[config.mk]
export PLATFORM = sky130hd
export DESIGN_NAME = axi_lite_reg_master
export DESIGN_NICKNAME = d
export VERILOG_FILES = /design/src/rtl/axi_lite_reg_master.sv
export SDC_FILE = /design/constraint.sdc
export NUM_CORES = 1
export LEC_CHECK = 0
export CAP_MARGIN = 15
export CORE_ASPECT_RATIO = 1.2
export CORE_MARGIN = 2
export CORE_UTILIZATION = 45
export CTS_BUF_LIST = sky130_fd_sc_hd__clkbuf_8
export DETAILED_ROUTE_END_ITERATION = 7
export DONT_BUFFER_PORTS = 1
export PLACE_DENSITY = 0.57
export SETUP_SLACK_MARGIN = 0.2
export SLEW_MARGIN = 40
export SYNTH_ARGS = -nofsm -noshare
export SYNTH_HDL_FRONTEND = slang
export SYNTH_SLANG_ARGS = --single-unit
[constraint.sdc]
create_clock -name clk -period 2.2 [get_ports clk]
set_input_delay 0.66 -clock clk [delete_from_list [all_inputs] [get_ports clk]]
set_output_delay 0.66 -clock clk [all_outputs]
set_load 0.03 [all_outputs]
[src/rtl/axi_lite_reg_master.sv]
// rtl/axi_lite_reg_master.sv - single-beat register command to AXI4-Lite master bridge
module axi_lite_reg_master #(
  parameter int ADDR_WIDTH     = 16,
  parameter int TIMEOUT_CYCLES = 1024
) (
  input  logic                  clk,
  input  logic                  rst,
  input  logic                  i_cmd_valid,
  output logic                  o_cmd_ready,
  input  logic                  i_cmd_wr,
  input  logic [ADDR_WIDTH-1:0] i_cmd_addr,
  input  logic [31:0]           i_cmd_wdata,
  input  logic [3:0]            i_cmd_wstrb,
  output logic                  o_rsp_valid,
  input  logic                  i_rsp_ready,
  output logic [31:0]           o_rsp_rdata,
  output logic [1:0]            o_rsp_resp,
  output logic                  o_rsp_timeout,
  output logic                  o_awvalid,
  output logic [ADDR_WIDTH-1:0] o_awaddr,
  input  logic                  i_awready,
  output logic                  o_wvalid,
  output logic [31:0]           o_wdata,
  output logic [3:0]            o_wstrb,
  input  logic                  i_wready,
  input  logic                  i_bvalid,
  output logic                  o_bready,
  input  logic [1:0]            i_bresp,
  output logic                  o_arvalid,
  output logic [ADDR_WIDTH-1:0] o_araddr,
  input  logic                  i_arready,
  input  logic                  i_rvalid,
  output logic                  o_rready,
  input  logic [1:0]            i_rresp,
  input  logic [31:0]           i_rdata
);

  typedef enum logic [2:0] {
    S_IDLE,
    S_WR_ADDR_DATA,
    S_WR_RESP,
    S_RD_ADDR,
    S_RD_DATA,
    S_RESPOND
  } state_t;

  // Last counter value before the timeout fires; only meaningful when enabled.
  localparam logic [31:0] TMO_LAST = (TIMEOUT_CYCLES > 0) ? 32'(TIMEOUT_CYCLES - 1) : 32'd0;
  localparam logic        TMO_EN   = (TIMEOUT_CYCLES > 0);

  state_t                r_state;
  state_t                w_state_next;
  logic [ADDR_WIDTH-1:0] r_addr;
  logic [31:0]           r_wdata;
  logic [3:0]            r_wstrb;
  logic                  r_aw_done;
  logic                  r_w_done;
  logic [31:0]           r_cnt;
  logic [31:0]           r_rdata;
  logic [1:0]            r_resp;
  logic                  r_timeout;

  logic                  w_aw_hs;
  logic                  w_w_hs;
  logic                  w_wait_state;
  logic                  w_tmo;
  logic                  w_tmo_fire;

  // Valids and readies come from state and completion flags only, never from the slave's readies.
  assign o_cmd_ready   = (r_state == S_IDLE);
  assign o_awvalid     = (r_state == S_WR_ADDR_DATA) && !r_aw_done;
  assign o_wvalid      = (r_state == S_WR_ADDR_DATA) && !r_w_done;
  assign o_bready      = (r_state == S_WR_RESP);
  assign o_arvalid     = (r_state == S_RD_ADDR);
  assign o_rready      = (r_state == S_RD_DATA);
  assign o_rsp_valid   = (r_state == S_RESPOND);
  assign o_awaddr      = r_addr;
  assign o_araddr      = r_addr;
  assign o_wdata       = r_wdata;
  assign o_wstrb       = r_wstrb;
  assign o_rsp_rdata   = r_rdata;
  assign o_rsp_resp    = r_resp;
  assign o_rsp_timeout = r_timeout;

  assign w_aw_hs      = o_awvalid && i_awready;
  assign w_w_hs       = o_wvalid && i_wready;
  assign w_wait_state = (r_state == S_WR_ADDR_DATA) || (r_state == S_WR_RESP) ||
                        (r_state == S_RD_ADDR) || (r_state == S_RD_DATA);
  assign w_tmo        = TMO_EN && w_wait_state && (r_cnt == TMO_LAST);

  // Next-state selection; a handshake in the final allowed cycle wins over the timeout.
  always_comb begin
    w_state_next = r_state;
    w_tmo_fire   = 1'b0;
    case (r_state)
      S_IDLE: begin
        if (i_cmd_valid) begin
          w_state_next = i_cmd_wr ? S_WR_ADDR_DATA : S_RD_ADDR;
        end
      end
      S_WR_ADDR_DATA: begin
        if ((r_aw_done || w_aw_hs) && (r_w_done || w_w_hs)) begin
          w_state_next = S_WR_RESP;
        end else if (w_tmo) begin
          w_state_next = S_RESPOND;
          w_tmo_fire   = 1'b1;
        end
      end
      S_WR_RESP: begin
        if (i_bvalid) begin
          w_state_next = S_RESPOND;
        end else if (w_tmo) begin
          w_state_next = S_RESPOND;
          w_tmo_fire   = 1'b1;
        end
      end
      S_RD_ADDR: begin
        if (i_arready) begin
          w_state_next = S_RD_DATA;
        end else if (w_tmo) begin
          w_state_next = S_RESPOND;
          w_tmo_fire   = 1'b1;
        end
      end
      S_RD_DATA: begin
        if (i_rvalid) begin
          w_state_next = S_RESPOND;
        end else if (w_tmo) begin
          w_state_next = S_RESPOND;
          w_tmo_fire   = 1'b1;
        end
      end
      S_RESPOND: begin
        if (i_rsp_ready) begin
          w_state_next = S_IDLE;
        end
      end
      default: w_state_next = S_IDLE;
    endcase
  end

  // State register, command latch, per-channel completion flags, wait counter and response capture.
  always_ff @(posedge clk) begin
    if (rst) begin
      r_state   <= S_IDLE;
      r_addr    <= '0;
      r_wdata   <= '0;
      r_wstrb   <= '0;
      r_aw_done <= 1'b0;
      r_w_done  <= 1'b0;
      r_cnt     <= '0;
      r_rdata   <= '0;
      r_resp    <= '0;
      r_timeout <= 1'b0;
    end else begin
      r_state <= w_state_next;

      if (r_state == S_IDLE && i_cmd_valid) begin
        r_addr    <= i_cmd_addr;
        r_wdata   <= i_cmd_wdata;
        r_wstrb   <= i_cmd_wstrb;
        r_aw_done <= 1'b0;
        r_w_done  <= 1'b0;
      end else begin
        if (w_aw_hs) r_aw_done <= 1'b1;
        if (w_w_hs)  r_w_done  <= 1'b1;
      end

      if (w_state_next != r_state) begin
        r_cnt <= '0;
      end else if (w_wait_state) begin
        r_cnt <= r_cnt + 32'd1;
      end

      if (w_tmo_fire) begin
        r_rdata   <= '0;
        r_resp    <= 2'b10;
        r_timeout <= 1'b1;
      end else if (r_state == S_WR_RESP && i_bvalid) begin
        r_rdata   <= '0;
        r_resp    <= i_bresp;
        r_timeout <= 1'b0;
      end else if (r_state == S_RD_DATA && i_rvalid) begin
        r_rdata   <= i_rdata;
        r_resp    <= i_rresp;
        r_timeout <= 1'b0;
      end
    end
  end

endmodule

==> out/qor.csv, run 1 <==
stage;metric;value;unit
run_status;outcome;finished clean;
floorplan;die_height;121.0;um
clock_tree;worst_skew_pair.late_latency;430;ps
route;total_length_of_routed_wires;13.21;mm
synthesis;synth_fp_nets;740;
power_and_ir_drop;worst_ir_drop_vdd;0.4006;mV
critical_path;kind_of_cell_adding_the_most_delay_to_the_critical_path;simple AND/OR/NAND/NOR gates;
floorplan;floorplan.initialDensity;0.4629;
power_and_ir_drop;comb_power_share;0.185;
floorplan;floorplan.die_area;12280;um2
global_route;grt_antenna_before_repair;0;
synthesis;synth_ff_type;sky130_fd_sc_hd__dfxtp_1;
route;remaining_drc_errors;0;
critical_path;maximum_fanout_along_the_worst_path;4;
floorplan;top_level_ports;208;
sta;timing.final.setup_violations;0;
floorplan;die_x;101.5;um
critical_path;critical-path-slowest-cell;sky130_fd_sc_hd__or3b_4;
route;first_pass_iters;5;
place;finalWeightedCongestion;0.8014;
cells_and_area;fraction_of_final_layout_cells_with_drive_strength_greater_than_1;0.2421;
sta;setup_repair_after_global_routing_missed_its_margin;yes;
cells_and_area;layout.cells.non_filler;815;
critical_path;worst_r2r_path_depth;7;
global_route;grt_overflow_total;0;
route;routed_via_density;5.471;
synthesis;dominant_combinational_cell_family_by_area_after_synthesis;simple AND/OR/NAND/NOR gates;
synthesis;synth-async-reset-ratio;0;
place;port_buffer_count;0;
synthesis;muxShareOfSynthArea;0.002194;
sta;timing.final.ws_setup;93.40;ps
power_and_ir_drop;intPower;3935;uW
critical_path;worst-path-stages;2;
power_and_ir_drop;sequentialPowerShare;0.482;
critical_path;crit_type;flip-flop to output port;
global_route;grt_pass1_wl;18.61;mm
synthesis;synth_compound_gate_area_share;0.1251;
critical_path;cp_cell_sequence;or3b_4, nor2_4;
sta;finalCritPeriodShare;0.9575;
sta;final.hold.worst_slack;302.0;ps
clock_tree;clkTransAtPathRegs;70;ps
power_and_ir_drop;total_leakage_power;0.002175;uW
power_and_ir_drop;switching_share;0.3364;
cells_and_area;leading_cell_type_in_the_layout_fill_and_taps_excluded;sky130_fd_sc_hd__nand2_1;
synthesis;post_synth_and_or_nand_nor_area_fraction;0.2784;
sta;accumulated_negative_setup_slack;0;ps
power_and_ir_drop;sw_pwr;1995;uW
sta;hold_viol;0;
cells_and_area;antenna-diode-count;0;
synthesis;post_synth_fa_ha_maj_area_fraction;0.002438;
synthesis;synth.yosys.warnings;0;
synthesis;synth_edf_count;0;
synthesis;netlist_area;5132;um2
min_path;worstHoldPathCells;1;
synthesis;yosysSeqAreaShare;0.4837;
sta;fin_worst_skew;14.56;ps
synthesis;post_synth_inst_count;641;
cells_and_area;area.growth.synth_to_final;24.06;%
sta;final_critical_delay_including_setup_and_external_delays;2107;ps
synthesis;yosys.area_share.xor_xnor;0.04778;
clock_tree;tritoncts.num_buffers;17;
power_and_ir_drop;total_power;5930;uW
sta;max-slew-margin-rel;0.5801;
synthesis;avgSynthCellArea;8.007;um2
floorplan;placeableCoreArea;11090;um2
sta;finalMaxSlewViolations;0;
critical_path;worstPathArrival;1450;ps
critical_path;critical_path_required;1540;ps
route;wl_per_cell;16.21;um
critical_path;regToRegSetupSlack;160;ps
place;dp.cells;758;
critical_path;cp_num_buf_inv;0;
route;final_ant_viol_nets;0;
place;place_hpwl;8.451;mm
route;drt_iter0_drc;109;
global_route;maximum_number_of_pins_on_one_net_before_global_route_repair;62;
route;total_via_count_in_the_routed_design;4459;
global_route;grt_pass1_vias;3912;
cells_and_area;nets;747;
sta;worst_pin_slew;629.0;ps
sta;clock.fmax;0.4747;GHz
place;placement.setup.worst_slack;193.2;ps
cells_and_area;most_frequent_cells_in_the_layout;sky130_fd_sc_hd__nand2_1 (187), sky130_fd_sc_hd__dfxtp_1 (118), sky130_fd_sc_hd__a21oi_1 (63), sky130_fd_sc_hd__a21oi_2 (29), sky130_fd_sc_hd__buf_4 (28);
critical_path;largest_stage_delay_on_the_critical_path;440;ps
min_path;path_type_of_the_worst_min_delay_path;primary input to flip-flop;
clock_tree;cts-root-buf;sky130_fd_sc_hd__clkbuf_8;
clock_tree;h-tree-depth;4;
global_route;grt_use_total;0.1919;
synthesis;yosysUniqueCellTypes;48;
clock_tree;cts_sinks;124;
critical_path;cp-end-kind;output port;
power_and_ir_drop;share_clk_of_total_power;0.333;
clock_tree;clockBufferDepth;2;
synthesis;ys_seq_elements;124;
power_and_ir_drop;power-per-cell-area;931.3;nW/um2
floorplan;number_of_placement_rows;42;
clock_tree;cts_tree;built;
flow_run;maxcap_viol_count;0;
critical_path;critPathLaunchType;flip-flop;
==> power groups by stage <==
| stage | logic, uW | registers, uW | clock network, uW |
|---|---|---|---|
| 5_1_grt | 1190 | 2880 | 2150 |
| 6_report | 1100 | 2860 | 1980 |
| 3_5_place_dp | 749 | 2910 | 0 |
| 3_3_place_gp | 732 | 2910 | 0 |
| 4_1_cts | 865 | 2860 | 2040 |
| 2_1_floorplan | 722 | 2800 | 0 |
==> logic make-up after synthesis <==
| group | count (synthesis) |
|---|---|
| simple gates | 310 |
| fa+ha+maj | 1 |
| compound gates | 116 |
| mux | 1 |
| buf+inv | 61 |
| flops | 124 |
| xor+xnor | 28 |
==> synth_stat cells, types with 3 or more instances <==
cell                       count  area, um2
sky130_fd_sc_hd__buf_4        16      120.1
sky130_fd_sc_hd__nand2_1     187      701.9
sky130_fd_sc_hd__and2_1        3      18.77
sky130_fd_sc_hd__buf_2        17      85.08
sky130_fd_sc_hd__nor2_1       37      138.9
sky130_fd_sc_hd__and3_1        5      31.28
sky130_fd_sc_hd__nor4_1        5      31.28
sky130_fd_sc_hd__xor2_1       24      210.2
sky130_fd_sc_hd__nor3b_1       5      37.54
sky130_fd_sc_hd__inv_1         4      15.01
sky130_fd_sc_hd__nor3_1       11      55.05
sky130_fd_sc_hd__clkbuf_1     24      90.09
sky130_fd_sc_hd__o21ai_0       7      35.03
sky130_fd_sc_hd__xnor2_1       4      35.03
sky130_fd_sc_hd__nor2b_1       4      25.02
sky130_fd_sc_hd__dfxtp_1     124       2482
sky130_fd_sc_hd__and4_1        5      43.79
sky130_fd_sc_hd__nand3_1      11      55.05
sky130_fd_sc_hd__a21oi_1      92      460.4
sky130_fd_sc_hd__nand4_1      18      112.6
==> layout make-up <==
class / count / area [um2]
Fill cell: 1019 / 4721
Clock buffer: 19 / 261.5
Inverter: 4 / 15.01
Clock inverter: 13 / 140.1
Multi-Input combinational cell: 456 / 2728
Sequential cell: 124 / 2500
Timing Repair Buffer: 45 / 530.5
Tap cell: 154 / 192.7
==> sequential cells by signal, summed over array words and instances (netlist names) <==
signal         count
o_wdata           32
r_state            3
r_w_done           1
r_cnt             32
o_rsp_timeout      1
o_araddr          16
o_wstrb            4
r_aw_done          1
o_rsp_resp         2
o_rsp_rdata       32
==> stage by stage <==
stage / area (um2) / utilization
after floorplan: 5162 / -
after global placement: 5259 / 0.4743
after global routing: 6367 / 0.5743
after detailed placement: 5259 / 0.4743
after CTS: 5839 / 0.5266
final: 6367 / 0.5743
==> worst paths after layout <==
check	startpoint	to
max	r_state[2]$_SDFF_PP0_	o_awvalid
min	rst	o_wdata[8]$_SDFFE_PP0P_
max reg2reg	r_cnt[15]$_SDFFE_PP0P_	r_cnt[0]$_SDFFE_PP0P_
min reg2reg	r_cnt[28]$_SDFFE_PP0P_	r_cnt[28]$_SDFFE_PP0P_
==> layer usage <==
| layer | wire [um] | part of all wire | track usage |
|---|---|---|---|
| met5 | 0 | 0 | 0 |
| met3 | 1076 | 0.081 | 0.06970 |
| met1 | 5154 | 0.39 | 0.2098 |
| met4 | 301 | 0.023 | 0.09291 |
| met2 | 6679 | 0.51 | 0.3253 |
==> what timing repair did <==
item                                    4_1_cts  5_1_grt
pin swaps                                     5       29
endpoints found under the setup margin       44       72
hold buffers                                  0        0
gates cloned                                  0        6
resized for setup                            23       93
buffers inserted                             13        6
(Power assumes the default switching activity.)
==> run 2: changes to the inputs <==
--- a/config.mk
+++ b/config.mk
@@ -9,3 +9,3 @@
 export CORE_ASPECT_RATIO = 1.2
-export CORE_MARGIN = 2
+export CORE_MARGIN = 5
 export CORE_UTILIZATION = 45
@@ -14,2 +14,3 @@
 export DONT_BUFFER_PORTS = 1
+export GPL_TIMING_DRIVEN = 0
 export PLACE_DENSITY = 0.57
--- a/constraint.sdc
+++ b/constraint.sdc
@@ -3,2 +3,2 @@
 set_output_delay 0.66 -clock clk [all_outputs]
-set_load 0.03 [all_outputs]
+set_load 0.005 [all_outputs]
==> run 2 against run 1 <==
- register-to-register slack got worse by 130 ps
- clock skew decreased by 2.7 ps
- first-iteration DRC count increased by 89%
- via count increased by 4.0%
- total power decreased by 6.4%
- global-route usage increased by 0.96 points
- final cell count increased by 6.4%
- maximum frequency decreased by 3.9%
- largest power group unchanged
- highest routed layer unchanged
==> out/qor.csv, run 2 (synthesis results as in run 1) <==
stage;metric;value;unit;change
power_and_ir_drop;sw_pwr;1729;uW;was 1995 uW
critical_path;cp-end-kind;output port;;unchanged
power_and_ir_drop;share_clk_of_total_power;0.335;;was 0.333
critical_path;maximum_fanout_along_the_worst_path;4;;unchanged
min_path;hold_start;i_rdata[8];;was rst
sta;finalMaxSlewViolations;0;;unchanged
sta;fin_worst_skew;11.91;ps;was 14.56 ps
global_route;grt_use_total;0.2015;;was 0.1919
cells_and_area;antenna-diode-count;0;;unchanged
clock_tree;worst_skew_pair.late_latency;430;ps;about the same
sta;clock.fmax;0.4561;GHz;was 0.4747 GHz
sta;final_critical_delay_including_setup_and_external_delays;2193;ps;was 2107 ps
critical_path;worstPathArrival;1530;ps;was 1450 ps
power_and_ir_drop;worst_ir_drop_vdd;0.4134;mV;was 0.4006 mV
power_and_ir_drop;power-per-cell-area;839.3;nW/um2;was 931.3 nW/um2
clock_tree;h-tree-depth;4;;unchanged
min_path;worst_hold_path.endpoint;o_rsp_rdata[8]$_SDFFE_PP0P_;;was o_wdata[8]$_SDFFE_PP0P_
critical_path;crit_type;flip-flop to output port;;unchanged
critical_path;critical_path.reg2reg.endpoint;o_rsp_rdata[7]$_SDFFE_PP0P_;;was r_cnt[0]$_SDFFE_PP0P_
power_and_ir_drop;comb_power_share;0.208;;was 0.185
cells_and_area;layout.cell_area.non_filler;6613;um2;was 6367 um2
place;port_buffer_count;0;;unchanged
floorplan;die_height;127.0;um;was 121.0 um
route;total_length_of_routed_wires;15.17;mm;was 13.21 mm
min_path;path_type_of_the_worst_min_delay_path;primary input to flip-flop;;unchanged
power_and_ir_drop;sequentialPowerShare;0.457;;was 0.482
clock_tree;tritoncts.num_buffers;17;;unchanged
critical_path;critPathLaunchType;flip-flop;;unchanged
global_route;grt_pass1_vias;4422;;was 3912
min_path;worstHoldPathCells;2;;was 1
clock_tree;clockBufferDepth;2;;unchanged
cells_and_area;fraction_of_final_layout_cells_with_drive_strength_greater_than_1;0.2917;;was 0.2421
place;area_after_dpl;5325;um2;was 5259 um2
power_and_ir_drop;switching_share;0.3116;;was 0.3364
floorplan;floorplan.die_area;13650;um2;was 12280 um2
sta;accumulated_negative_setup_slack;0;ps;unchanged
sta;timing.final.ws_setup;7.364;ps;was 93.40 ps
critical_path;critical-path-slowest-cell;sky130_fd_sc_hd__or3b_4;;unchanged
global_route;grt_overflow_total;0;;unchanged
place;placement.setup.worst_slack;-42.80;ps;was 193.2 ps
cells_and_area;most_frequent_cells_in_the_layout;sky130_fd_sc_hd__nand2_1 (186), sky130_fd_sc_hd__dfxtp_1 (116), sky130_fd_sc_hd__a21oi_1 (57), sky130_fd_sc_hd__buf_4 (39), sky130_fd_sc_hd__a21oi_2 (35);;was sky130_fd_sc_hd__nand2_1 (187), sky130_fd_sc_hd__dfxtp_1 (118), sky130_fd_sc_hd__a21oi_1 (63), sky130_fd_sc_hd__a21oi_2 (29), sky130_fd_sc_hd__buf_4 (28)
critical_path;cp_num_buf_inv;2;;was 0
floorplan;top_level_ports;208;;unchanged
cells_and_area;area.growth.synth_to_final;28.84;%;was 24.06%
route;wl_per_cell;17.50;um;was 16.21 um
critical_path;worst_r2r_path_depth;10;;was 7
sta;hold_viol;0;;unchanged
critical_path;critical_path_required;1540;ps;about the same
sta;setup_repair_after_global_routing_missed_its_margin;yes;;unchanged
route;first_pass_iters;4;;was 5
critical_path;kind_of_cell_adding_the_most_delay_to_the_critical_path;simple AND/OR/NAND/NOR gates;;unchanged
floorplan;number_of_placement_rows;42;;unchanged
critical_path;regToRegSetupSlack;30;ps;was 160 ps
clock_tree;clkTransAtPathRegs;80;ps;was 70 ps
power_and_ir_drop;intPower;3820;uW;was 3935 uW
flow_run;maxcap_viol_count;0;;unchanged
run_status;outcome;finished clean;;unchanged
critical_path;r2r_start;r_state[0]$_SDFF_PP0_;;was r_cnt[15]$_SDFFE_PP0P_
route;final_ant_viol_nets;0;;unchanged
sta;final.hold.worst_slack;362.1;ps;was 302.0 ps
power_and_ir_drop;total_power;5550;uW;was 5930 uW
global_route;grt_antenna_before_repair;0;;unchanged
route;routed_via_density;5.349;;was 5.471
sta;finalCritPeriodShare;0.9967;;was 0.9575
global_route;maximum_number_of_pins_on_one_net_before_global_route_repair;17;;was 62
clock_tree;cts_tree;built;;unchanged
cells_and_area;leading_cell_type_in_the_layout_fill_and_taps_excluded;sky130_fd_sc_hd__nand2_1;;unchanged
cells_and_area;nets;799;;was 747
route;remaining_drc_errors;0;;unchanged
critical_path;cp_cell_sequence;buf_6, buf_8, or3b_4, nor2_4;;was or3b_4, nor2_4
place;finalWeightedCongestion;0.8313;;was 0.8014
clock_tree;cts-root-buf;sky130_fd_sc_hd__clkbuf_8;;unchanged
power_and_ir_drop;total_leakage_power;0.002336;uW;was 0.002175 uW
place;place_hpwl;10.66;mm;was 8.451 mm
floorplan;floorplan.initialDensity;0.4629;;unchanged
sta;worst_pin_slew;528.0;ps;was 629.0 ps
sta;max-slew-margin-rel;0.6450;;was 0.5801
floorplan;placeableCoreArea;11090;um2;unchanged
sta;timing.final.setup_violations;0;;unchanged
clock_tree;post_cts_hold_buffer_count;0;;unchanged
critical_path;largest_stage_delay_on_the_critical_path;410;ps;was 440 ps
floorplan;die_x;107.5;um;was 101.5 um
global_route;grt_pass1_wl;22.00;mm;was 18.61 mm
route;drt_iter0_drc;206;;was 109
clock_tree;cts_sinks;124;;unchanged
route;total_via_count_in_the_routed_design;4638;;was 4459
-- run 2: cell count changes in the layout (fill, tap and decap cells not counted), sizes merged --
cell    before  now
buf         41   72
bufinv       2    1
clkbuf      23   43
clkinv       4    8
inv          8    6
-- run 2: through the flow --
stage                 util  cells
floorplan                -    641
global placement    0.4803    795
detailed placement  0.4803    795
CTS                 0.5374    840
global route        0.5964    867
finish              0.5964    867
-- run 2: area by class of cell --
cell class	instances	area, um2
Fill cell	1003	4476
Multi-Input combinational cell	456	2746
Sequential cell	124	2500
Buffer	57	421.7
Timing Repair Buffer	40	367.9
Clock buffer	18	247.7
Tap cell	154	192.7
Clock inverter	14	121.4
Inverter	4	15.01
-- run 2: power groups by stage --
stage	Combinational (uW)	Sequential (uW)	Clock, uW
finish	1160	2540	1860
global route	1270	2560	2010
CTS	890	2540	1900
detailed placement	775	2590	0
global placement	758	2580	0
floorplan	605	2540	0
-- run 2: metal layers --
layer  track usage  up-vias  routed length, um
met4       0.08544        0                338
li1              -     2266                  -
met5             0        -                  0
met2        0.3477      180               7940
met3       0.09334       25               1608
met1        0.2094     2167               5283
-- run 2: repair_timing --
| item | 4_1_cts | 5_1_grt |
|---|---|---|
| setup endpoints to repair | 66 | 74 |
| gates cloned | 1 | 4 |
| pin swaps | 8 | 38 |
| buffers inserted | 12 | 23 |
| gates resized for setup | 50 | 142 |
-- run 2: worst max path at each step --
stage / from / endpoint / slack [ps] / cells after the start
after floorplan: r_state[0]$_SDFF_PP0_ / o_awvalid / 290 / 4
after global placement: r_state[0]$_SDFF_PP0_ / r_cnt[23]$_SDFFE_PP0P_ / -60 / 7
after detailed placement: r_state[0]$_SDFF_PP0_ / r_cnt[31]$_SDFFE_PP0P_ / -40 / 7
after CTS: r_state[0]$_SDFF_PP0_ / o_awvalid / -20 / 4
after global routing: r_state[0]$_SDFF_PP0_ / o_rsp_rdata[7]$_SDFFE_PP0P_ / -40 / 10
final: r_state[0]$_SDFF_PP0_ / o_wvalid / 7 / 4
==> run 3: changes to the inputs <==
Settings changed: CORE_UTILIZATION 45 to 40, PLACE_DENSITY 0.57 to 0.51.
==> run 3 against run 2 <==
- combinational power is 8% lower
- worst setup slack improved by 38 ps
- critical path depth unchanged
- sequential share of layout area is 0.66 points higher
- critical path type unchanged
- critical endpoint is now o_awvalid
==> out/qor.csv, run 3 (synthesis results as in run 1) <==
stage;metric;value;unit;change
run_status;outcome;finished clean;;unchanged
critical_path;regToRegSetupSlack;60;ps;was 30 ps
sta;fin_worst_skew;12.79;ps;was 11.91 ps
global_route;maximum_number_of_pins_on_one_net_before_global_route_repair;17;;unchanged
global_route;grt_antenna_before_repair;0;;unchanged
route;first_pass_iters;4;;unchanged
place;finalWeightedCongestion;0.8353;;was 0.8313
sta;timing.final.setup_violations;0;;unchanged
critical_path;critical_path.reg2reg.endpoint;o_rsp_rdata[2]$_SDFFE_PP0P_;;was o_rsp_rdata[7]$_SDFFE_PP0P_
place;port_buffer_count;0;;unchanged
critical_path;worstPathArrival;1490;ps;was 1530 ps
power_and_ir_drop;comb_power_share;0.191;;was 0.208
sta;hold_viol;0;;unchanged
route;wl_per_cell;17.38;um;was 17.50 um
clock_tree;clkTransAtPathRegs;80;ps;about the same
sta;accumulated_negative_setup_slack;0;ps;unchanged
cells_and_area;antenna-diode-count;0;;unchanged
place;placement.setup.worst_slack;-109.3;ps;was -42.80 ps
route;drt_iter0_drc;157;;was 206
floorplan;die_x;113.4;um;was 107.5 um
route;routed_via_density;5.234;;was 5.349
place;area_after_dpl;5338;um2;was 5325 um2
sta;finalCritPeriodShare;0.9792;;was 0.9967
route;final_ant_viol_nets;0;;unchanged
critical_path;critical_path_required;1540;ps;about the same
route;remaining_drc_errors;0;;unchanged
clock_tree;cts_tree;built;;unchanged
floorplan;placeableCoreArea;12610;um2;was 11090 um2
clock_tree;tritoncts.num_buffers;17;;unchanged
sta;setup_repair_after_global_routing_missed_its_margin;yes;;unchanged
critical_path;worst_setup_path_startpoint;r_state[0]$_SDFF_PP0_;;unchanged
critical_path;crit_type;flip-flop to output port;;unchanged
sta;worst_pin_slew;535.5;ps;was 528.0 ps
power_and_ir_drop;total_leakage_power;0.002260;uW;was 0.002336 uW
power_and_ir_drop;worst_ir_drop_vdd;0.3726;mV;was 0.4134 mV
cells_and_area;layout.cell_area.non_filler;6492;um2;was 6613 um2
place;place_hpwl;10.86;mm;was 10.66 mm
global_route;grt_pass1_vias;4362;;was 4422
clock_tree;h-tree-depth;4;;unchanged
power_and_ir_drop;switching_share;0.3029;;was 0.3116
route;total_via_count_in_the_routed_design;4527;;was 4638
cells_and_area;fraction_of_final_layout_cells_with_drive_strength_greater_than_1;0.2539;;was 0.2917
critical_path;worst_r2r_path_depth;7;;was 10
clock_tree;worst_skew_pair.late_latency;420;ps;was 430 ps
cells_and_area;fillerInstances;1235;;was 1003
cells_and_area;most_frequent_cells_in_the_layout;sky130_fd_sc_hd__nand2_1 (187), sky130_fd_sc_hd__dfxtp_1 (118), sky130_fd_sc_hd__a21oi_1 (59), sky130_fd_sc_hd__buf_4 (37), sky130_fd_sc_hd__a21oi_2 (33);;was sky130_fd_sc_hd__nand2_1 (186), sky130_fd_sc_hd__dfxtp_1 (116), sky130_fd_sc_hd__a21oi_1 (57), sky130_fd_sc_hd__buf_4 (39), sky130_fd_sc_hd__a21oi_2 (35)
clock_tree;cts-root-buf;sky130_fd_sc_hd__clkbuf_8;;unchanged
sta;clock.fmax;0.4642;GHz;was 0.4561 GHz
cells_and_area;area.growth.synth_to_final;26.50;%;was 28.84%
floorplan;number_of_placement_rows;45;;was 42
min_path;path_type_of_the_worst_min_delay_path;primary input to flip-flop;;unchanged
critical_path;critPathLaunchType;flip-flop;;unchanged
floorplan;die_height;134.1;um;was 127.0 um
global_route;grt_use_total;0.1816;;was 0.2015
critical_path;maximum_fanout_along_the_worst_path;4;;unchanged
power_and_ir_drop;power-per-cell-area;865.7;nW/um2;was 839.3 nW/um2
floorplan;floorplan.die_area;15210;um2;was 13650 um2
global_route;grt_overflow_total;0;;unchanged
floorplan;floorplan.initialDensity;0.4069;;was 0.4629
power_and_ir_drop;sw_pwr;1702;uW;was 1729 uW
critical_path;r2r_start;r_cnt[15]$_SDFFE_PP0P_;;was r_state[0]$_SDFF_PP0_
power_and_ir_drop;sequentialPowerShare;0.452;;was 0.457
sta;finalMaxSlewViolations;0;;unchanged
power_and_ir_drop;share_clk_of_total_power;0.357;;was 0.335
critical_path;worstSetupEndpoint;o_awvalid;;was o_wvalid
clock_tree;cts_sinks;124;;unchanged
clock_tree;clockBufferDepth;2;;unchanged
sta;final_critical_delay_including_setup_and_external_delays;2154;ps;was 2193 ps
flow_run;maxcap_viol_count;0;;unchanged
global_route;grt_pass1_wl;22.34;mm;was 22.00 mm
clock_tree;post_cts_hold_buffer_count;0;;unchanged
sta;timing.final.ws_setup;45.70;ps;was 7.364 ps
cells_and_area;leading_cell_type_in_the_layout_fill_and_taps_excluded;sky130_fd_sc_hd__nand2_1;;unchanged
route;total_length_of_routed_wires;15.03;mm;was 15.17 mm
sta;max-slew-margin-rel;0.6422;;was 0.6450
power_and_ir_drop;intPower;3918;uW;was 3820 uW
floorplan;top_level_ports;208;;unchanged
critical_path;cp-end-kind;output port;;unchanged
cells_and_area;nets;787;;was 799
## run 3: cell count changes in the layout (fill, tap and decap cells not counted), moves of 3 or more
cell,before,now
sky130_fd_sc_hd__nor2_1,11,19
sky130_fd_sc_hd__buf_6,26,18
sky130_fd_sc_hd__buf_8,4,1
sky130_fd_sc_hd__nor2_2,11,1
sky130_fd_sc_hd__clkbuf_2,5,1
sky130_fd_sc_hd__clkbuf_1,17,20
## run 3: how the worst min path moves through the flow
stage               slack (ps)                           to                         from  cells after the start
floorplan                  450  o_rsp_rdata[0]$_SDFFE_PP0P_  o_rsp_rdata[0]$_SDFFE_PP0P_                      2
global placement           460     o_wdata[28]$_SDFFE_PP0P_     o_wdata[28]$_SDFFE_PP0P_                      2
detailed placement         470     o_wdata[29]$_SDFFE_PP0P_     o_wdata[29]$_SDFFE_PP0P_                      2
CTS                        340  o_rsp_rdata[0]$_SDFFE_PP0P_                   i_rdata[0]                      2
global route               340     o_wdata[15]$_SDFFE_PP0P_              i_cmd_wdata[15]                      2
finish                     370     o_wdata[22]$_SDFFE_PP0P_              i_cmd_wdata[22]                      2
## run 3: metal layers
metal | GRT usage | vias up | wire, um
met5 | 0 | - | 0
met1 | 0.1972 | 2127 | 5533
met2 | 0.3218 | 151 | 7957
li1 | - | 2233 | -
met3 | 0.06949 | 16 | 1358
met4 | 0.06279 | 0 | 184
## run 3: through the flow
stage | hold WS [ps] | std cells | util | total power [uW]
4_1_cts | 338.4 | 851 | 0.4776 | 5495
6_report | 366.0 | 865 | 0.5148 | 5621
3_3_place_gp | 464.3 | 805 | 0.4232 | 3353
5_1_grt | 338.5 | 865 | 0.5148 | 5895
2_1_floorplan | 452.7 | 641 | - | 3148
3_5_place_dp | 472.4 | 805 | 0.4232 | 3376
## run 3: critical path, stage by stage, from the launching register on
cell and delay, ps:
sky130_fd_sc_hd__dfxtp_2 340, sky130_fd_sc_hd__buf_6 100, sky130_fd_sc_hd__buf_8 100, sky130_fd_sc_hd__or3b_4 410, sky130_fd_sc_hd__nor2_4 130
## run 3: what timing repair did
item,4_1_cts,5_1_grt
gates resized for setup,53,110
setup endpoints to repair,67,122
gates cloned,1,3
pin swaps,9,32
buffers inserted,13,11
## run 3: final cells by class
| cell class | instances | area (um2) | area share |
|---|---|---|---|
| tap | 164 | 205.2 | 0.03161 |
| clock buffer | 19 | 261.5 | 0.04028 |
| clock inverter | 13 | 140.1 | 0.02158 |
| timing repair buffer | 28 | 244.0 | 0.03758 |
| buffer | 57 | 426.7 | 0.06572 |
| multi-input combinational | 456 | 2703 | 0.4163 |
| sequential | 124 | 2497 | 0.3847 |
| inverter | 4 | 15.01 | 0.002313 |
## run 3: power groups by stage
| stage | combinational [uW] | clock (uW) | sequential [uW] |
|---|---|---|---|
| after floorplan | 605 | 0 | 2540 |
| after global placement | 768 | 0 | 2590 |
| after detailed placement | 785 | 0 | 2590 |
| after CTS | 901 | 2050 | 2540 |
| after global routing | 1180 | 2160 | 2560 |
| final | 1070 | 2010 | 2540 |
